**src/rtl/eth_pcs_rx_block_sync.sv**
```systemverilog
// 10GBASE-R receive block lock: watches sync headers, declares/withdraws
// lock, requests gearbox slips and gates data towards the descrambler.
module eth_pcs_rx_block_sync #(
  parameter int W_DATA         = 32,
  parameter int SH_CNT_MAX     = 64,
  parameter int SH_INVALID_MAX = 16,
  parameter int SLIP_WAIT      = 4
) (
  input  logic              i_clk,
  input  logic              i_reset_n,
  input  logic              i_clk_en,
  input  logic              i_hdr_valid,
  input  logic [1:0]        i_sh,
  input  logic [W_DATA-1:0] i_data,
  output logic [W_DATA-1:0] o_data,
  output logic              o_data_valid,
  output logic [1:0]        o_sh,
  output logic              o_block_lock,
  output logic              o_slip,
  output logic              o_hdr_err,
  output logic [7:0]        o_slip_cnt
);

  localparam int SW_W = (SLIP_WAIT > 1) ? $clog2(SLIP_WAIT) : 1;

  typedef enum logic [1:0] {
    LOCK_INIT,
    RESET_CNT,
    TEST_SH,
    WAIT_SLIP
  } state_e;

  state_e            state_q, state_d;
  logic [6:0]        sh_cnt_q, sh_cnt_d;
  logic [4:0]        inv_cnt_q, inv_cnt_d;
  logic [SW_W-1:0]   sw_cnt_q, sw_cnt_d;
  logic              lock_q, lock_d;
  logic              slip_q, slip_d;
  logic              hdr_err_q, hdr_err_d;
  logic [7:0]        slip_cnt_q, slip_cnt_d;
  logic [W_DATA-1:0] data_q, data_d;
  logic [1:0]        sh_q, sh_d;
  logic              dv_q, dv_d;

  logic       hdr_evt;
  logic       sh_bad;
  logic [6:0] sh_cnt_inc;
  logic [4:0] inv_cnt_inc;
  logic       win_end;
  logic       lose;
  logic       slip_evt;
  logic       sw_last;

  // 2'b00 and 2'b11 are the two illegal sync headers
  assign hdr_evt     = i_clk_en & i_hdr_valid;
  assign sh_bad      = ~(i_sh[1] ^ i_sh[0]);
  assign sh_cnt_inc  = sh_cnt_q + 7'd1;
  assign inv_cnt_inc = inv_cnt_q + {4'd0, sh_bad};
  assign win_end     = (sh_cnt_inc == 7'(SH_CNT_MAX));
  assign lose        = lock_q ? (inv_cnt_inc == 5'(SH_INVALID_MAX))
                              : sh_bad;
  assign slip_evt    = hdr_evt & (state_q == TEST_SH) & lose;
  assign sw_last     = (sw_cnt_q == SW_W'(SLIP_WAIT - 1));

  always_ff @(posedge i_clk or negedge i_reset_n) begin
    if (!i_reset_n) begin
      state_q    <= LOCK_INIT;
      sh_cnt_q   <= '0;
      inv_cnt_q  <= '0;
      sw_cnt_q   <= '0;
      lock_q     <= 1'b0;
      slip_q     <= 1'b0;
      hdr_err_q  <= 1'b0;
      slip_cnt_q <= '0;
      data_q     <= '0;
      sh_q       <= '0;
      dv_q       <= 1'b0;
    end else begin
      state_q    <= state_d;
      sh_cnt_q   <= sh_cnt_d;
      inv_cnt_q  <= inv_cnt_d;
      sw_cnt_q   <= sw_cnt_d;
      lock_q     <= lock_d;
      slip_q     <= slip_d;
      hdr_err_q  <= hdr_err_d;
      slip_cnt_q <= slip_cnt_d;
      data_q     <= data_d;
      sh_q       <= sh_d;
      dv_q       <= dv_d;
    end
  end

  always_comb begin
    state_d = state_q;
    if (i_clk_en) begin
      unique case (state_q)
        LOCK_INIT: state_d = RESET_CNT;
        RESET_CNT: state_d = TEST_SH;
        TEST_SH: begin
          if (slip_evt)
            state_d = WAIT_SLIP;
          else if (hdr_evt && win_end)
            state_d = RESET_CNT;
        end
        WAIT_SLIP: if (sw_last) state_d = RESET_CNT;
        default:   state_d = LOCK_INIT;
      endcase
    end
  end

  always_comb begin
    sh_cnt_d   = sh_cnt_q;
    inv_cnt_d  = inv_cnt_q;
    sw_cnt_d   = sw_cnt_q;
    lock_d     = lock_q;
    slip_d     = 1'b0;
    hdr_err_d  = 1'b0;
    slip_cnt_d = slip_cnt_q;
    data_d     = i_clk_en ? i_data : data_q;
    sh_d       = i_clk_en ? i_sh : sh_q;
    dv_d       = i_clk_en & lock_q;
    if (i_clk_en) begin
      unique case (state_q)
        RESET_CNT: begin
          sh_cnt_d  = '0;
          inv_cnt_d = '0;
        end
        TEST_SH: begin
          if (hdr_evt) begin
            sh_cnt_d  = sh_cnt_inc;
            inv_cnt_d = inv_cnt_inc;
            hdr_err_d = sh_bad;
            if (slip_evt) begin
              lock_d   = 1'b0;
              slip_d   = 1'b1;
              sw_cnt_d = '0;
              if (slip_cnt_q != 8'hFF)
                slip_cnt_d = slip_cnt_q + 8'd1;
            end else if (win_end) begin
              lock_d = 1'b1;
            end
          end
        end
        WAIT_SLIP: begin
          sw_cnt_d = sw_cnt_q + SW_W'(1);
          lock_d   = 1'b0;
        end
        default: ;
      endcase
    end
  end

  assign o_data       = data_q;
  assign o_data_valid = dv_q;
  assign o_sh         = sh_q;
  assign o_block_lock = lock_q;
  assign o_slip       = slip_q;
  assign o_hdr_err    = hdr_err_q;
  assign o_slip_cnt   = slip_cnt_q;

endmodule

```
**config.mk**
```make
export PLATFORM = sky130hd
export DESIGN_NAME = eth_pcs_rx_block_sync
export DESIGN_NICKNAME = d
export VERILOG_FILES = /design/src/rtl/eth_pcs_rx_block_sync.sv
export SDC_FILE = /design/constraint.sdc
export NUM_CORES = 1
export LEC_CHECK = 0
export CORE_ASPECT_RATIO = 0.7
export CORE_MARGIN = 2
export CORE_UTILIZATION = 43
export CTS_BUF_LIST = sky130_fd_sc_hd__clkbuf_16
export DETAILED_ROUTE_END_ITERATION = 10
export PLACE_DENSITY = 0.83
export SLEW_MARGIN = 20
export SYNTH_ARGS = -nofsm -noshare
export SYNTH_HDL_FRONTEND = slang
export SYNTH_SLANG_ARGS = --single-unit
```
**constraint.sdc**
```tcl
create_clock -name i_clk -period 2 [get_ports i_clk]
set_clock_uncertainty 0.2 [all_clocks]
set_input_delay 0.4 -clock i_clk [delete_from_list [all_inputs] [get_ports i_clk]]
set_output_delay 0.4 -clock i_clk [all_outputs]
set_load 0.03 [all_outputs]
```
# Word level (Yosys, flattened, before mapping)
# Index checks and enable logic that the tools add are counted.
word_totals:
  ff_bits: 62
  out_inout_bits: 46
  wordCells: 65
op_classes:
  addsub: 4
  eq_ne: 12
  muxes: 23
  n_bitwise: 6
  n_reduce_logical: 9
op_table:
  columns: ["operator", "count"]
  rows:
  - ["$pmux W7 S2", 1]
  - ["$mux W1", 11]
  - ["$mux W2", 5]
  - ["$pmux W5 S2", 1]
  - ["$add A8 B1 Y8 const B", 1]
  - ["$ne A8 B8 Y1 const B", 1]
  - ["$pmux W2 S4", 1]
  - ["$reduce_and A4 Y1", 2]
  - ["$add A7 B1 Y7 const B", 1]
  - ["$eq A7 B7 Y1 const B", 1]
  - ["$mux W7", 1]
  - ["$eq A2 B2 Y1 const B", 3]
  - ["$ne A2 B2 Y1 const B", 3]
  - ["$reduce_and A3 Y1", 2]
  - ["$add A5 B1 Y5", 1]
  - ["$eq A5 B5 Y1 const B", 1]
  - ["$mux W5", 1]
  - ["$reduce_and A5 Y1", 1]
  - ["$and A1 B1 Y1", 4]
  - ["$pmux W2 S2", 1]
  - ["$reduce_bool A2 Y1", 2]
  - ["$ne A3 B2 Y1 const B", 1]
  - ["$ne A3 B3 Y1 const B", 1]
  - ["$add A2 B1 Y2 const B", 1]
  - ["6 further kinds", 6]

# Depth between registers and ports, before layout
# Gate-level depths: netlist (run 1).
logic_depth:
  depth_word: 10
  ltp_mapped: 10
  mapped_depth_nobuf: 10

# Worst setup path after synthesis (run 1)
# No wires, ideal clock.
synth_timing:
  path_type: "input -> register"
  startpoint: "input port i_sh[0]"
  endpoint: "register sw_cnt_q[0]"
  setup_ps: 125
  arrival_ps: 2058
  t_required_ps: 1675
  path_slack_ps: -383
  cell_stages: 9
  path_buffers: 0
  cell_sequence: "xor2_1 > inv_1 > ha_1 > ha_1 > nor2_1 > and3_1 > a31oi_2 > a21oi_1 > mux2_2"
synth_via:
  elab_chain_cells: 8
synth_rtl:
  columns: ["element", "line_no", "rtl"]
  rows:
  - ["start, declared", "13", "input logic [1:0] i_sh,"]
  - ["$xor A1 B1 Y1 (*)", "56", "assign sh_bad = ~(i_sh[1] ^ i_sh[0]);"]
  - ["$not A1 Y1 (*)", "56", null]
  - ["$add A5 B1 Y5", "58", "assign inv_cnt_inc = inv_cnt_q + {4'd0, sh_bad};"]
  - ["$eq A5 B5 Y1", "60", "assign lose = lock_q ? (inv_cnt_inc == 5'(SH_INVALID_MAX))"]
  - ["$mux W1 (*)", "60", null]
  - ["$and A1 B1 Y1 (*)", "62", "assign slip_evt = hdr_evt & (state_q == TEST_SH) & lose;"]
  - ["$ne A2 B2 Y1 (no source line) (*)", null, null]
  - ["$reduce_and A4 Y1 (no source line) (*)", null, null]
  - ["end signal, assigned", "82", "sw_cnt_q <= sw_cnt_d;"]
  - ["end, declared", "36", "logic [SW_W-1:0] sw_cnt_q, sw_cnt_d;"]
# Every way passes the cells marked *; elsewhere a longest branch is shown, timed or not.
# A chain may end at the register's enable or synchronous reset.

# Final worst setup path (run 1)
layout_timing:
  startpoint: "register inv_cnt_q[0]"
  endpoint: "register slip_cnt_q[1] (netlist: o_slip_cnt[1])"
layout_via:
  elab_chain_cells: 5
layout_rtl:
  columns: ["element", "line_no", "rtl"]
  rows:
  - ["start, declared", "35", "logic [4:0] inv_cnt_q, inv_cnt_d;"]
  - ["start signal, assigned", "81", "inv_cnt_q <= inv_cnt_d;"]
  - ["$add A5 B1 Y5", "58", null]
  - ["$eq A5 B5 Y1", "60", null]
  - ["$mux W1", "60", null]
  - ["$and A1 B1 Y1", "62", null]
  - ["$reduce_and A5 Y1 (no source line)", null, null]
  - ["end signal, assigned", "86", "slip_cnt_q <= slip_cnt_d;"]
  - ["end, declared", "40", "logic [7:0] slip_cnt_q, slip_cnt_d;"]
# Every way passes these cells.

==> run_summary.xml, run 1 <==
<?xml version="1.0" encoding="UTF-8"?>
<metrics>
  <group name="outcome">
    <metric name="status" unit="">finished, violations left</metric>
    <metric name="violations" unit="">negative setup slack</metric>
  </group>
  <group name="timing">
    <metric name="worst_slack" unit="ns">-0.08724</metric>
    <metric name="final-setup-viol-count" unit="">11</metric>
    <metric name="slew-limit-headroom" unit="%">73.98</metric>
    <metric name="final_hold_viol_count" unit="">0</metric>
    <metric name="rsz0062_at_grt" unit="">true</metric>
    <metric name="fmax" unit="MHz">479.1</metric>
    <metric name="timing.final.max_slew_violations" unit="">0</metric>
    <metric name="finalWorstPathRequiredPeriod" unit="ns">2.087</metric>
    <metric name="worst_pin_slew" unit="ns">0.3903</metric>
    <metric name="layout_worst_path_cycle_share" unit="%">104.4</metric>
  </group>
  <group name="flow_run">
    <metric name="max_cap_violations" unit="">0</metric>
  </group>
  <group name="finish">
    <metric name="layout-drive-gt1-share" unit="%">28.53</metric>
    <metric name="nets" unit="">389</metric>
    <metric name="final_cell_mix" unit="">sky130_fd_sc_hd__dfrtp_1 (62), sky130_fd_sc_hd__clkdlybuf4s50_1 (61), sky130_fd_sc_hd__mux2_2 (34)</metric>
    <metric name="layout.cells.most_common" unit="">sky130_fd_sc_hd__dfrtp_1</metric>
    <metric name="synthToLayoutAreaGrowth" unit="%">52.45</metric>
    <metric name="num_antenna_cells" unit="">0</metric>
    <metric name="final-seq-area" unit="mm2">0.001551</metric>
    <metric name="multi_input_area" unit="mm2">0.001315</metric>
    <metric name="fillCellCount" unit="">494</metric>
  </group>
  <group name="global_route">
    <metric name="antenna_found_initial" unit="">0</metric>
    <metric name="grt.overflow.total" unit="">0</metric>
    <metric name="gr-usage-met2" unit="%">30.02</metric>
    <metric name="grt_max_degree" unit="">63</metric>
    <metric name="gr-usage-met1" unit="%">23.97</metric>
    <metric name="grt.total_usage" unit="%">19.30</metric>
    <metric name="grt.busiest_layer" unit="">met2</metric>
    <metric name="grt_pass1_wl" unit="um">10670</metric>
    <metric name="grt_pass1_vias" unit="">2232</metric>
    <metric name="use_met3" unit="%">7.707</metric>
  </group>
  <group name="setup_path">
    <metric name="arrival" unit="ns">2.09</metric>
    <metric name="worst-r2r-cell-count" unit="">8</metric>
    <metric name="worstSetupPathType" unit="">reg -&gt; reg</metric>
    <metric name="worstPathCellList" unit="">ha_4 -&gt; ha_4 -&gt; nor2_1 -&gt; and3_1 -&gt; a31oi_4 -&gt; buf_6 -&gt; nor2_4 -&gt; mux2_4</metric>
    <metric name="worst-path-max-fanout" unit="">5</metric>
    <metric name="critical_path_required" unit="ns">2.00</metric>
    <metric name="critical-path-max-stage-delay" unit="ns">0.41</metric>
    <metric name="crit_path_start_kind" unit="">flip-flop</metric>
    <metric name="critPathMostFrequentCell" unit="">sky130_fd_sc_hd__ha_4</metric>
    <metric name="timing.critical_path.slowest_stage_cell" unit="">sky130_fd_sc_hd__dfrtp_1</metric>
    <metric name="worstSetupEndpointType" unit="">flip-flop</metric>
  </group>
  <group name="routing">
    <metric name="drc_errors" unit="">0</metric>
    <metric name="antenna_left" unit="">0</metric>
    <metric name="via_count" unit="">2194</metric>
    <metric name="wirelength" unit="um">6495</metric>
    <metric name="post_drt_via_cell_ratio" unit="">5.009</metric>
    <metric name="routedWlPerCell" unit="um">14.83</metric>
    <metric name="detailedRoute.firstIterationViolations" unit="">72</metric>
    <metric name="drt-pass1-iter-count" unit="">4</metric>
  </group>
  <group name="cts">
    <metric name="ctsRootBufferMaster" unit="">sky130_fd_sc_hd__clkbuf_16</metric>
    <metric name="clock_sinks" unit="">62</metric>
    <metric name="cts-buffers-inserted" unit="">9</metric>
    <metric name="worstSkewPairLatency" unit="ns">0.32</metric>
    <metric name="htree_levels" unit="">3</metric>
    <metric name="clock_path_buffers" unit="">2</metric>
    <metric name="tritoncts" unit="">built</metric>
    <metric name="clk_pin_slew" unit="ns">0.05</metric>
  </group>
  <group name="power">
    <metric name="power" unit="uW">4117</metric>
    <metric name="static-leakage-power" unit="uW">0.002028</metric>
    <metric name="total_power_per_unit_cell_area" unit="mW/mm2">945.9</metric>
    <metric name="power.ir.vdd_worst" unit="V">0.0005581</metric>
  </group>
  <group name="yosys">
    <metric name="asyncSetResetFlopFracSynth" unit="%">100.0</metric>
    <metric name="ys_seq_elements" unit="">62</metric>
    <metric name="synth.lib_cells_used.distinct" unit="">48</metric>
    <metric name="ys_warn_count" unit="">0</metric>
    <metric name="synth_fp_nets" unit="">277</metric>
    <metric name="postSynthCellCount" unit="">230</metric>
    <metric name="synth-main-ff-cell" unit="">sky130_fd_sc_hd__dfrtp_1</metric>
    <metric name="postSynthAreaPerCell" unit="um2">12.41</metric>
    <metric name="post_synth_edffs" unit="">0</metric>
    <metric name="synth_seq_area_share" unit="%">54.34</metric>
    <metric name="synth_area" unit="mm2">0.002855</metric>
  </group>
  <group name="worst_hold_path">
    <metric name="hold_path.class" unit="">in -&gt; reg</metric>
    <metric name="hold_depth" unit="">2</metric>
  </group>
  <group name="place">
    <metric name="place.detailed.hpwl" unit="um">4603</metric>
    <metric name="gp_routability_congestion" unit="">0.7970</metric>
    <metric name="place_ws" unit="ns">-0.9580</metric>
    <metric name="portBuffers" unit="">83</metric>
  </group>
  <group name="die">
    <metric name="placementRows" unit="">24</metric>
    <metric name="die_h" unit="um">72.18</metric>
    <metric name="die_width" unit="um">101.4</metric>
    <metric name="placeableCoreArea" unit="mm2">0.006336</metric>
    <metric name="dieArea" unit="mm2">0.007318</metric>
    <metric name="initial_core_utilization" unit="%">45.06</metric>
    <metric name="pin_count" unit="">84</metric>
  </group>
</metrics>
## metrics by stage
| step | hold WS, ns | setup TNS [ns] | utilization (%) | instance area (um2) | instances |
|---|---|---|---|---|---|
| 2_1_floorplan | -0.09559 | -1.583 | - | 2912 | 230 |
| 3_3_place_gp | 0.2369 | -12.97 | 62.82 | 3980 | 417 |
| 3_5_place_dp | 0.2346 | -14.10 | 62.82 | 3980 | 417 |
| 5_1_grt | 0.1450 | -1.597 | 68.70 | 4353 | 438 |
| 6_report | 0.1442 | -0.4468 | 68.70 | 4353 | 438 |
| 4_1_cts | 0.1325 | -0.4457 | 67.95 | 4305 | 437 |
## layout make-up
class / instances / share of cell area, %
Inverter: 6 / 0.5174
Multi-Input combinational cell: 152 / 30.21
Clock inverter: 7 / 1.322
Timing Repair Buffer: 111 / 24.52
Clock buffer: 9 / 5.174
Tap cell: 91 / 2.616
Sequential cell: 62 / 35.64
## routing by layer
metal	share of wire, %	vias up	routed length, um
met1	45	1062	2894
met3	7.4	10	480
met5	0	-	0
met2	46	74	2996
met4	1.9	0	124
li1	-	1048	-
## report_power, final
group	switching (uW)	total, uW	internal [uW]
logic	582	1150	567
clock network	511	1450	941
registers	107	1520	1410
## kinds of logic (layout without fill, tap and decap cells)
kind of cell             count (synthesis)  after routing  synth area share [%]
AO/OA/AOI/OAI                           38             38                 8.940
XOR/XNOR                                10             10                 3.068
adder cells (fa/ha/maj)                  9              9                 3.944
buffers and inverters                   16            133                 2.585
flip-flops                              62             62                 54.34
multiplexers                            38             38                 15.03
AND/OR/NAND/NOR                         57             57                 12.10
## registers in the layout, summed over array words and instances (netlist names)
signal        cells
o_block_lock      1
o_hdr_err         1
state_q           2
sw_cnt_q          2
o_data_valid      1
o_data           32
inv_cnt_q         5
o_slip            1
sh_cnt_q          7
o_sh              2
o_slip_cnt        8
## cell usage after synthesis (2+ instances only)
cell type | count | area, um2
sky130_fd_sc_hd__a21oi_1 | 2 | 10.01
sky130_fd_sc_hd__a22o_1 | 4 | 35.03
sky130_fd_sc_hd__a31oi_1 | 2 | 12.51
sky130_fd_sc_hd__and2_1 | 5 | 31.28
sky130_fd_sc_hd__and3_1 | 6 | 37.54
sky130_fd_sc_hd__buf_2 | 5 | 25.02
sky130_fd_sc_hd__clkbuf_1 | 3 | 11.26
sky130_fd_sc_hd__dfrtp_1 | 62 | 1551
sky130_fd_sc_hd__ha_1 | 9 | 112.6
sky130_fd_sc_hd__inv_1 | 6 | 22.52
sky130_fd_sc_hd__mux2_2 | 35 | 394.1
sky130_fd_sc_hd__mux2i_1 | 2 | 20.02
sky130_fd_sc_hd__nand2_1 | 10 | 37.54
sky130_fd_sc_hd__nand2b_1 | 2 | 12.51
sky130_fd_sc_hd__nand3_1 | 5 | 25.02
sky130_fd_sc_hd__nand4_1 | 3 | 18.77
sky130_fd_sc_hd__nor2_1 | 7 | 26.28
sky130_fd_sc_hd__nor2b_1 | 4 | 25.02
sky130_fd_sc_hd__nor3_1 | 2 | 10.01
sky130_fd_sc_hd__nor3_2 | 3 | 30.03
sky130_fd_sc_hd__nor3b_2 | 2 | 25.02
sky130_fd_sc_hd__o21ai_0 | 16 | 80.08
sky130_fd_sc_hd__o2bb2ai_1 | 2 | 17.52
sky130_fd_sc_hd__xor2_1 | 9 | 78.83
## timing repair
item	4_1_cts	5_1_grt
gates resized for setup	25	16
hold buffers	1	0
setup endpoints to repair	23	33
setup buffers	3	1
gates cloned	0	0
endpoints found under the hold margin	62	0
pin swaps	6	0
## worst paths after layout
check | to | slack [ns] | start
setup / recovery | o_slip_cnt[1] | -0.09 | inv_cnt_q[0]
hold reg to reg | o_data[18] | 0.30 | o_data[18]
hold / removal | o_sh[0] | 0.14 | i_sh[0]
max in group asynchronous | o_sh[0] | 0.91 | i_reset_n
min in group asynchronous | sh_cnt_q[3] | 0.42 | i_reset_n
setup reg to reg | o_slip_cnt[1] | -0.09 | inv_cnt_q[0]
## critical path: cells and delay by family (launching register included)
kind | cells | cell delay, ns
compound gates | 1 | 0.26
fa+ha+maj | 2 | 0.44
buf+inv | 1 | 0.14
flops | 1 | 0.41
mux | 1 | 0.30
simple gates | 3 | 0.22
No activity file was read; power rests on OpenSTA's default activity.
==> inputs of run 2 (changes only) <==
CAP_MARGIN = 20   (was unset)
==> results of run 2 <==
The final DEF is identical to that of run 1; final timing and power are the same.
